[src/rtl/time_set_editor.sv]
// Time/date preset editor: debounced MODE/UP/DOWN/CANCEL keys walk DAY->HOUR->MIN->SEC,
// edit BCD pairs with wrap, and commit the preset to the clock counter with a one-cycle SET.
module tse_key_db #(
  parameter int DB_CYCLES = 4
) (
  input  logic CLK,
  input  logic RSTN,
  input  logic key_n_i,
  output logic press_o
);
  localparam int CW = (DB_CYCLES > 1) ? $clog2(DB_CYCLES) : 1;

  logic [1:0]    sync_q;
  logic          prs_q;
  logic          press_q;
  logic [CW-1:0] cnt_q;

  always_ff @(posedge CLK or negedge RSTN) begin
    if (!RSTN) begin
      sync_q  <= 2'b11;
      prs_q   <= 1'b0;
      press_q <= 1'b0;
      cnt_q   <= '0;
    end else begin
      sync_q  <= {sync_q[0], key_n_i};
      press_q <= 1'b0;
      if (~sync_q[1] == prs_q) begin
        cnt_q <= '0;
      end else if (cnt_q == CW'(DB_CYCLES - 1)) begin
        prs_q   <= ~sync_q[1];
        press_q <= ~sync_q[1];
        cnt_q   <= '0;
      end else begin
        cnt_q <= cnt_q + CW'(1);
      end
    end
  end

  assign press_o = press_q;
endmodule

module time_set_editor #(
  parameter int DB_CYCLES  = 4,
  parameter int TIMEOUT    = 30000,
  parameter int BLINK_HALF = 2500
) (
  input  logic       CLK,
  input  logic       RSTN,
  input  logic       KEY_MODE_N,
  input  logic       KEY_UP_N,
  input  logic       KEY_DOWN_N,
  input  logic       KEY_CANCEL_N,
  input  logic [3:0] SEC0,
  input  logic [3:0] SEC1,
  input  logic [3:0] MIN0,
  input  logic [3:0] MIN1,
  input  logic [3:0] HOUR0,
  input  logic [3:0] HOUR1,
  input  logic [3:0] DAY0,
  input  logic [3:0] DAY1,
  output logic [3:0] SSEC0,
  output logic [3:0] SSEC1,
  output logic [3:0] SMIN0,
  output logic [3:0] SMIN1,
  output logic [3:0] SHOUR0,
  output logic [3:0] SHOUR1,
  output logic [3:0] SDAY0,
  output logic [3:0] SDAY1,
  output logic       SET,
  output logic       EDITING,
  output logic [1:0] FIELD,
  output logic       BLINK
);
  localparam int NK   = 4;
  localparam int TO_W = (TIMEOUT > 1) ? $clog2(TIMEOUT) : 1;
  localparam int BL_W = (BLINK_HALF > 1) ? $clog2(BLINK_HALF) : 1;

  typedef enum logic [2:0] {IDLE, LOAD, E_DAY, E_HOUR, E_MIN, E_SEC, COMMIT} state_t;

  logic [NK-1:0] key_n, pulse;
  logic          pm, pu, pd, pc, step, to_hit;
  state_t        state_q, state_d;
  logic [7:0]    day_q, hr_q, mn_q, sc_q;
  logic [TO_W-1:0] to_q;
  logic [BL_W-1:0] bl_cnt_q;
  logic          blink_q, set_q, editing_q;
  logic [1:0]    field_q;

  assign key_n = {KEY_CANCEL_N, KEY_DOWN_N, KEY_UP_N, KEY_MODE_N};

  for (genvar k = 0; k < NK; k++) begin : g_key
    tse_key_db #(.DB_CYCLES(DB_CYCLES)) u_db (
      .CLK(CLK), .RSTN(RSTN), .key_n_i(key_n[k]), .press_o(pulse[k])
    );
  end

  assign pm     = pulse[0];
  assign pu     = pulse[1];
  assign pd     = pulse[2];
  assign pc     = pulse[3];
  assign step   = pu ^ pd;
  assign to_hit = (TIMEOUT != 0) && (to_q == TO_W'(TIMEOUT - 1));

  function automatic logic is_edit(input state_t st);
    return (st == E_DAY) || (st == E_HOUR) || (st == E_MIN) || (st == E_SEC);
  endfunction

  function automatic logic [1:0] field_of(input state_t st);
    case (st)
      E_HOUR:  return 2'd1;
      E_MIN:   return 2'd2;
      E_SEC:   return 2'd3;
      default: return 2'd0;
    endcase
  endfunction

  // A bad digit anywhere in the pair, or an out-of-range value, falls back to the field minimum.
  function automatic logic [7:0] bcd_san(input logic [3:0] t, input logic [3:0] u,
                                         input logic [6:0] lo, input logic [6:0] hi);
    logic [6:0] v;
    if (t > 4'd9 || u > 4'd9) return {4'd0, lo[3:0]};
    v = 7'(t) * 7'd10 + 7'(u);
    if (v < lo || v > hi) return {4'd0, lo[3:0]};
    return {t, u};
  endfunction

  function automatic logic [7:0] bcd_inc(input logic [7:0] p, input logic [7:0] lo,
                                         input logic [7:0] hi);
    if (p == hi) return lo;
    if (p[3:0] == 4'd9) return {p[7:4] + 4'd1, 4'd0};
    return {p[7:4], p[3:0] + 4'd1};
  endfunction

  function automatic logic [7:0] bcd_dec(input logic [7:0] p, input logic [7:0] lo,
                                         input logic [7:0] hi);
    if (p == lo) return hi;
    if (p[3:0] == 4'd0) return {p[7:4] - 4'd1, 4'd9};
    return {p[7:4], p[3:0] - 4'd1};
  endfunction

  always_comb begin
    state_d = state_q;
    case (state_q)
      IDLE:    if (pm && !pc) state_d = LOAD;
      LOAD:    state_d = E_DAY;
      E_DAY:   if (pc) state_d = IDLE; else if (pm) state_d = E_HOUR;
               else if (!step && to_hit) state_d = IDLE;
      E_HOUR:  if (pc) state_d = IDLE; else if (pm) state_d = E_MIN;
               else if (!step && to_hit) state_d = IDLE;
      E_MIN:   if (pc) state_d = IDLE; else if (pm) state_d = E_SEC;
               else if (!step && to_hit) state_d = IDLE;
      E_SEC:   if (pc) state_d = IDLE; else if (pm) state_d = COMMIT;
               else if (!step && to_hit) state_d = IDLE;
      default: state_d = IDLE;
    endcase
  end

  always_ff @(posedge CLK or negedge RSTN) begin
    if (!RSTN) begin
      state_q   <= IDLE;
      day_q     <= 8'h01;
      hr_q      <= 8'h00;
      mn_q      <= 8'h00;
      sc_q      <= 8'h00;
      to_q      <= '0;
      bl_cnt_q  <= '0;
      blink_q   <= 1'b0;
      set_q     <= 1'b0;
      editing_q <= 1'b0;
      field_q   <= 2'd0;
    end else begin
      state_q   <= state_d;
      set_q     <= (state_d == COMMIT);
      editing_q <= (state_d != IDLE);
      field_q   <= field_of(state_d);

      if (state_q == LOAD) begin
        day_q <= bcd_san(DAY1, DAY0, 7'd1, 7'd31);
        hr_q  <= bcd_san(HOUR1, HOUR0, 7'd0, 7'd23);
        mn_q  <= bcd_san(MIN1, MIN0, 7'd0, 7'd59);
        sc_q  <= bcd_san(SEC1, SEC0, 7'd0, 7'd59);
      end else if (is_edit(state_q) && !pc && !pm && step) begin
        case (state_q)
          E_DAY:   day_q <= pu ? bcd_inc(day_q, 8'h01, 8'h31) : bcd_dec(day_q, 8'h01, 8'h31);
          E_HOUR:  hr_q  <= pu ? bcd_inc(hr_q, 8'h00, 8'h23)  : bcd_dec(hr_q, 8'h00, 8'h23);
          E_MIN:   mn_q  <= pu ? bcd_inc(mn_q, 8'h00, 8'h59)  : bcd_dec(mn_q, 8'h00, 8'h59);
          default: sc_q  <= pu ? bcd_inc(sc_q, 8'h00, 8'h59)  : bcd_dec(sc_q, 8'h00, 8'h59);
        endcase
      end

      if (state_q == LOAD || (is_edit(state_q) && (pc || pm || step))) to_q <= '0;
      else if (is_edit(state_q))                                         to_q <= to_q + TO_W'(1);
      else                                                               to_q <= '0;

      // Restart the blink phase on every field change so the new field is shown first.
      if (!is_edit(state_d) || state_d != state_q) begin
        bl_cnt_q <= '0;
        blink_q  <= 1'b0;
      end else if (bl_cnt_q == BL_W'(BLINK_HALF - 1)) begin
        bl_cnt_q <= '0;
        blink_q  <= ~blink_q;
      end else begin
        bl_cnt_q <= bl_cnt_q + BL_W'(1);
      end
    end
  end

  assign {SDAY1, SDAY0}   = day_q;
  assign {SHOUR1, SHOUR0} = hr_q;
  assign {SMIN1, SMIN0}   = mn_q;
  assign {SSEC1, SSEC0}   = sc_q;
  assign SET     = set_q;
  assign EDITING = editing_q;
  assign FIELD   = field_q;
  assign BLINK   = blink_q;
endmodule

[config.mk]
export PLATFORM = sky130hd
export DESIGN_NAME = time_set_editor
export DESIGN_NICKNAME = d
export VERILOG_FILES = /design/src/rtl/time_set_editor.sv
export SDC_FILE = /design/constraint.sdc
export NUM_CORES = 1
export LEC_CHECK = 0
export CORE_MARGIN = 2
export CORE_UTILIZATION = 50
export CTS_CLUSTER_SIZE = 25
export DETAILED_ROUTE_END_ITERATION = 6
export PLACE_DENSITY = 0.78
export SYNTH_ARGS = -nofsm -noshare
export SYNTH_HDL_FRONTEND = slang
export SYNTH_SLANG_ARGS = --single-unit
[constraint.sdc]
create_clock -name CLK -period 2.7 [get_ports CLK]
set_clock_uncertainty 0.05 [all_clocks]
set_input_delay 0.405 -clock CLK [delete_from_list [all_inputs] [get_ports CLK]]
set_output_delay 0.405 -clock CLK [all_outputs]
set_load 0.05 [all_outputs]
==> impl_metrics.env, run 1 <==
export IMPL_avgRoutedWirePerCell_um=16.21
export IMPL_ios=75
export IMPL_power_density_cell_area_nw_per_um2=835.4
export IMPL_core_region_area_um2=12670
export IMPL_synth_yosys_seq_area_share=0.3500
export IMPL_critical_path_class="input port to flop"
export IMPL_grt_start_max_net_pins=53
export IMPL_layout_drive_gt1_share=0.1562
export IMPL_syn_std_cell_area_um2=6538
export IMPL_share_clk_of_total_power=0.187
export IMPL_detailedRoute_firstIterationViolations=560
export IMPL_ys_async_sr_fraction=1.000
export IMPL_p_int_mw=3.754
export IMPL_run_status="completed"
export IMPL_ys_warnings=0
export IMPL_dieHeight_um=118.3
export IMPL_place_congestion=0.9540
export IMPL_number_of_enable_type_register_cells_in_the_synthesized_netlist=0
export IMPL_timing_critical_path_arrival_ns=2.88
export IMPL_timing_worst_slew_pin_value_ns=0.6095
export IMPL_clock_tree_root_cell="sky130_fd_sc_hd__clkbuf_16"
export IMPL_critical_path_endpoint_type="flop"
export IMPL_cts_sinks=91
export IMPL_final_hold_violation_count=0
export IMPL_max_vdd_ir_drop_mv=0.8015
export IMPL_maxCapViolations=0
export IMPL_initial_util=0.5159
export IMPL_synth_main_ff_cell="sky130_fd_sc_hd__dfrtp_1"
export IMPL_setup_violations=0
export IMPL_p_seq_frac=0.332
export IMPL_rows=41
export IMPL_leakagePower_nw=3.623
export IMPL_achievable_frequency_ghz=0.3754
export IMPL_antennaDiodeCount=0
export IMPL_final_setup_tns_ns=0
export IMPL_layout_setup_ws_ns=0.03600
export IMPL_grt_overflow=0
export IMPL_syn_mean_instance_area_um2=9.042
export IMPL_antenna_left=0
export IMPL_finalNetCount=939
export IMPL_min_path_type="flop to flop"
export IMPL_port_buffers=74
export IMPL_chip_width_um=118.3
export IMPL_drt_wl_total_um=16490
export IMPL_maximum_fanout_count_along_the_critical_path=5
export IMPL_clk_latency_ns=0.35
export IMPL_cts_htree_levels=3
export IMPL_cp_data_required_time_ns=2.92
export IMPL_drtPass1Iterations=5
export IMPL_post_dp_hpwl_um=12180
export IMPL_fill_cells=1000
export IMPL_via_count=6081
export IMPL_syn_to_final_growth_pct=25.88
export IMPL_yosys_register_bits=91
export IMPL_placement_setup_worst_slack_ns=-0.7212
export IMPL_post_route_drc_count=0
export IMPL_grt_pass1_wl_um=27840
export IMPL_fin_crit_ns=2.664
export IMPL_layout_commonest_cell="sky130_fd_sc_hd__nor2_1"
export IMPL_track_usage=0.2393
export IMPL_cts_tree="yes"
export IMPL_via_per_inst=5.979
export IMPL_cts_buffers=9
export IMPL_synth_net_count=822
export IMPL_design_die_area_um2=14010
export IMPL_final_cell_mix="92 x sky130_fd_sc_hd__nor2_1, 82 x sky130_fd_sc_hd__dfrtp_1, 61 x sky130_fd_sc_hd__clkdlybuf4s50_1"
export IMPL_netSwitchingFraction=0.4539
export IMPL_final_max_slew_violation_count=0
export IMPL_path_clk_slew_ns=0.06
export IMPL_grt_antenna_before_repair=0
export IMPL_startpoint_types="input port"
export IMPL_power_share_combinational=0.481
export IMPL_period_share=0.9867
export IMPL_longest_clk_path_bufs=2
export IMPL_gate_count_post_synth=723
export IMPL_slew_hr=0.5923
export IMPL_grt_pass1_vias=6132
export IMPL_power_net_switching_mw=3.120
export IMPL_ys_types=81
[power groups by stage]
stage / Combinational [mW] / Clock, mW / Sequential [mW]
2_1_floorplan: 1.70 / 0 / 2.74
3_3_place_gp: 3.09 / 0 / 2.25
3_5_place_dp: 3.22 / 0 / 2.28
4_1_cts: 3.26 / 1.31 / 2.26
5_1_grt: 3.59 / 1.37 / 2.35
6_report: 3.30 / 1.29 / 2.28
[stage by stage]
step	cells	instance area, um2	total power [mW]	util	hold slack [ns]
after global placement	997	7814	5.339	0.6167	0.2973
after floorplan	723	6566	4.432	-	0.05941
final	1017	8229	6.874	0.6495	0.3048
after global routing	1017	8229	7.309	0.6495	0.3101
after CTS	1016	8170	6.830	0.6448	0.3067
after detailed placement	997	7814	5.500	0.6167	0.2973
[state kept, by name, indices dropped and copies added, names as in the netlist]
register            flops
state_q                 3
FIELD                   2
SET                     1
hr_q                    8
to_q                   15
g_key.u_db.press_o      4
BLINK                   1
g_key.u_db.sync_q       8
mn_q                    8
g_key.u_db.prs_q        4
g_key.u_db.cnt_q        8
bl_cnt_q               12
EDITING                 1
day_q                   8
sc_q                    8
[layout make-up]
class,instances,area (um2),share of cell area
Inverter,51,191.4,0.02326
Sequential cell,91,2288,0.2781
Multi-Input combinational cell,556,4070,0.4946
Timing Repair Buffer,131,1160,0.1409
Clock buffer,11,242.7,0.02950
Clock inverter,5,61.31,0.007450
Tap cell,172,215.2,0.02615
[critical path, cell delays in order]
cell and delay [ns]:
sky130_fd_sc_hd__buf_2 0.12, sky130_fd_sc_hd__ha_4 0.26, sky130_fd_sc_hd__ha_2 0.16, sky130_fd_sc_hd__inv_2 0.04, sky130_fd_sc_hd__fa_1 0.55, sky130_fd_sc_hd__inv_2 0.06, sky130_fd_sc_hd__o2111a_1 0.27, sky130_fd_sc_hd__a211oi_2 0.32
sky130_fd_sc_hd__nor3b_4 0.10, sky130_fd_sc_hd__or3b_4 0.42, sky130_fd_sc_hd__a31oi_4 0.18
[cells in the mapped netlist (3+ instances only)]
master,count,share of area
sky130_fd_sc_hd__nor2_1,93,0.053
sky130_fd_sc_hd__dfrtp_1,82,0.31
sky130_fd_sc_hd__ha_1,53,0.10
sky130_fd_sc_hd__inv_1,51,0.029
sky130_fd_sc_hd__nand2_1,42,0.024
sky130_fd_sc_hd__a21oi_1,38,0.029
sky130_fd_sc_hd__nand3_1,36,0.028
sky130_fd_sc_hd__o21ai_0,31,0.024
sky130_fd_sc_hd__xor2_1,27,0.036
sky130_fd_sc_hd__nor3_1,21,0.016
sky130_fd_sc_hd__xnor2_1,18,0.024
sky130_fd_sc_hd__a31oi_1,16,0.015
sky130_fd_sc_hd__clkbuf_1,15,0.0086
sky130_fd_sc_hd__a221o_1,12,0.018
sky130_fd_sc_hd__and3_1,12,0.011
sky130_fd_sc_hd__dfstp_2,9,0.036
sky130_fd_sc_hd__fa_1,8,0.024
sky130_fd_sc_hd__o22ai_1,8,0.0077
sky130_fd_sc_hd__a211oi_1,7,0.0080
sky130_fd_sc_hd__nand2b_1,7,0.0067
sky130_fd_sc_hd__nor3b_1,7,0.0080
sky130_fd_sc_hd__a21o_1,6,0.0069
sky130_fd_sc_hd__buf_2,6,0.0046
sky130_fd_sc_hd__mux2i_1,6,0.0092
sky130_fd_sc_hd__nor4_1,6,0.0057
sky130_fd_sc_hd__o211ai_1,6,0.0069
sky130_fd_sc_hd__nand3b_1,5,0.0057
sky130_fd_sc_hd__o31ai_1,5,0.0057
sky130_fd_sc_hd__a211o_1,4,0.0054
sky130_fd_sc_hd__a22oi_1,4,0.0046
sky130_fd_sc_hd__nand4_1,4,0.0038
sky130_fd_sc_hd__nor2b_1,4,0.0038
sky130_fd_sc_hd__nor4b_1,4,0.0054
sky130_fd_sc_hd__o221ai_1,4,0.0054
sky130_fd_sc_hd__or4_1,4,0.0046
sky130_fd_sc_hd__a311oi_1,3,0.0040
sky130_fd_sc_hd__nor4bb_1,3,0.0046
sky130_fd_sc_hd__or3_1,3,0.0029
sky130_fd_sc_hd__or3b_2,3,0.0040
[layer usage]
metal  wire length [um]  vias to the layer above  part of all wire  global-route usage
li1                   -                     2859                 -                   -
met1               6977                     2990              0.42              0.2930
met2               8372                      198              0.51              0.4144
met3                787                       34             0.048             0.04295
met4                349                        0             0.021             0.09864
met5                  0                        -                 0                   0
[repair_timing]
item	CTS	global route
resized for setup	30	18
hold buffers	1	0
buffers inserted	2	1
setup endpoints to repair	22	21
pin swaps	22	10
endpoints found under the hold margin	15	0
[final timing paths]
path	slack [ns]	endpoint	startpoint	cells past startpoint
setup reg to reg	0.25	mn_q[7]	state_q[2]	6
min in group asynchronous	0.51	bl_cnt_q[6]	RSTN	2
setup / recovery	0.04	mn_q[5]	MIN1[1]	11
max in group asynchronous	1.38	day_q[0]	RSTN	3
hold reg to reg	0.30	g_key[1].u_db.sync_q[1]	g_key[1].u_db.sync_q[0]	0
hold / removal	0.30	g_key[1].u_db.sync_q[1]	g_key[1].u_db.sync_q[0]	0
[cell families (layout without fill, tap and decap cells)]
logic type / Yosys count / after routing / share of synthesized area
xor gates and xnor gates: 46 / 46 / 0.06450
buffers and inverters: 76 / 198 / 0.04708
AOI/OAI and AO/OA: 170 / 170 / 0.1837
muxes: 8 / 8 / 0.01263
adders and majority gates: 61 / 61 / 0.1259
DFF: 91 / 91 / 0.3500
and+or+nand+nor: 271 / 271 / 0.2161
Note: power is estimated with default switching activity, not from simulation.
==> run 2: changes to the inputs <==
HOLD_SLACK_MARGIN = 0.03   (was default)
==> results of run 2 <==
The final DEF is identical to that of run 1; final timing and power are the same.
==> run 3: changes to the inputs <==
CORE_MARGIN = 1.5   (was 2)
==> impl_metrics.env, run 3 (same netlist as run 1, synthesis figures left out) <==
export IMPL_hold_ws_ns=0.3080
export IMPL_top_regs="to_q (15), bl_cnt_q (12)"
export IMPL_crit_path_slowest_cell="sky130_fd_sc_hd__fa_1"
export IMPL_critical_path_top_delay_family="adder cells"
export IMPL_period_share=0.9667
export IMPL_timing_critical_path_from="MIN1[1]"
export IMPL_timing_critical_path_arrival_ns=2.79
export IMPL_clock_tree_root_cell="sky130_fd_sc_hd__clkbuf_16"
export IMPL_setup_violations=0
export IMPL_run_status="completed"
export IMPL_startpoint_types="input port"
export IMPL_port_buffers=74
export IMPL_critical_path_endpoint_type="flop"
export IMPL_fin_crit_ns=2.610
export IMPL_grt_pass1_vias=5898
export IMPL_post_route_drc_count=0
export IMPL_antenna_left=0
export IMPL_cts_sinks=91
export IMPL_cts_buffers=9
export IMPL_cpPeakStageDelay_ns=0.54
export IMPL_maximum_fanout_count_along_the_critical_path=5
export IMPL_finalPower_mw=6.728
export IMPL_path_clk_slew_ns=0.07
export IMPL_grt_pass1_wl_um=27620
export IMPL_syn_to_final_growth_pct=25.36
export IMPL_track_usage=0.2405
export IMPL_grt_overflow=0
export IMPL_longest_clk_path_bufs=2
export IMPL_worstHoldStart="g_key[2].u_db.sync_q[0]"
export IMPL_worst_path_most_repeated_cell="sky130_fd_sc_hd__ha_4"
export IMPL_design_die_area_um2=13770
export IMPL_antennaDiodeCount=0
export IMPL_final_hold_violation_count=0
export IMPL_core_region_area_um2=12670
export IMPL_cp_data_required_time_ns=2.88
export IMPL_min_path_type="flop to flop"
export IMPL_dieHeight_um=117.3
export IMPL_rows=41
export IMPL_critical_path_buf_inv_count=2
export IMPL_drtPass1Iterations=7
export IMPL_ios=75
export IMPL_layout_commonest_cell="sky130_fd_sc_hd__nor2_1"
export IMPL_power_density_cell_area_nw_per_um2=821.0
export IMPL_final_cell_mix="92 x sky130_fd_sc_hd__nor2_1, 82 x sky130_fd_sc_hd__dfrtp_1, 62 x sky130_fd_sc_hd__clkdlybuf4s50_1"
export IMPL_largest_reg_flops=15
export IMPL_timing_worst_slew_pin_value_ns=0.6324
export IMPL_via_count=6057
export IMPL_achievable_frequency_ghz=0.3831
export IMPL_clk_latency_ns=0.35
export IMPL_leakagePower_nw=3.617
export IMPL_max_vdd_ir_drop_mv=0.6048
export IMPL_final_setup_tns_ns=0
export IMPL_top_register="to_q"
export IMPL_maxCapViolations=0
export IMPL_via_per_inst=5.944
export IMPL_placed_instances=1000
export IMPL_final_max_slew_violation_count=0
export IMPL_cts_tree="yes"
export IMPL_place_congestion=0.8915
export IMPL_grt_start_max_net_pins=41
export IMPL_drt_wl_total_um=16350
export IMPL_avgRoutedWirePerCell_um=16.04
export IMPL_initial_util=0.5159
export IMPL_slew_hr=0.5739
export IMPL_cts_htree_levels=3
export IMPL_layout_drive_gt1_share=0.1535
export IMPL_layoutNonFillerInstCount=1019
export IMPL_post_dp_hpwl_um=12150
export IMPL_critical_path_class="input port to flop"
export IMPL_worstReg2RegStart="g_key[1].u_db.press_o"
export IMPL_cp_cell_sequence="buf_4 -> ha_4 -> ha_4 -> inv_2 -> fa_1 -> nand3b_1 -> o2111a_1 -> a211oi_2 -> nor3b_2 -> nor2_2 -> a221o_1"
export IMPL_finalNetCount=941
export IMPL_grt_antenna_before_repair=0
export IMPL_detailedRoute_firstIterationViolations=582
export IMPL_chip_width_um=117.3
## run 3: through the flow
step                area, um2  worst slack, ns  utilization
floorplan                6566         -0.03448            -
global placement         7836          -0.5534       0.6184
detailed placement       7836          -0.6575       0.6184
CTS                      8164          0.01848       0.6443
global route             8195         -0.04965       0.6468
finish                   8195          0.08997       0.6468
## run 3: metal layers
metal,GRT usage,part of all wire
met4,0.07330,0.021
met1,0.2975,0.42
met3,0.05642,0.053
met5,0,0
met2,0.4162,0.51
## run 3: timing repair
item / 4_1_cts / 5_1_grt
pin swaps: 19 / 14
endpoints found under the setup margin: 21 / 27
hold buffers: 1 / 0
setup buffers: 2 / 0
hold endpoints to repair: 34 / 0
cloned: 0 / 0
gates resized for setup: 23 / 19
## run 3: final cells by class
cell class | instances | area, um2
tap | 172 | 215.2
timing repair buffer | 133 | 1174
sequential | 91 | 2288
inverter | 51 | 191.4
clock buffer | 10 | 239.0
multi-input combinational | 556 | 4049
clock inverter | 6 | 38.79
fill | 1046 | 4476
## run 3: power by group
part,leakage (nW),internal [mW],switching (mW),total [mW]
Clock,0.135,0.647,0.541,1.19
Sequential,1.14,1.69,0.575,2.27
Combinational,2.34,1.30,1.98,3.27
Total,3.62,3.64,3.09,6.73
## run 3: final timing paths
kind,slack [ns],end,cells past startpoint
hold reg to reg,0.31,g_key[2].u_db.sync_q[1],0
hold / removal,0.31,g_key[2].u_db.sync_q[1],0
max in group asynchronous,1.38,day_q[0],3
min in group asynchronous,0.53,g_key[0].u_db.prs_q,2
setup reg to reg,0.31,mn_q[3],8
setup / recovery,0.09,mn_q[3],11
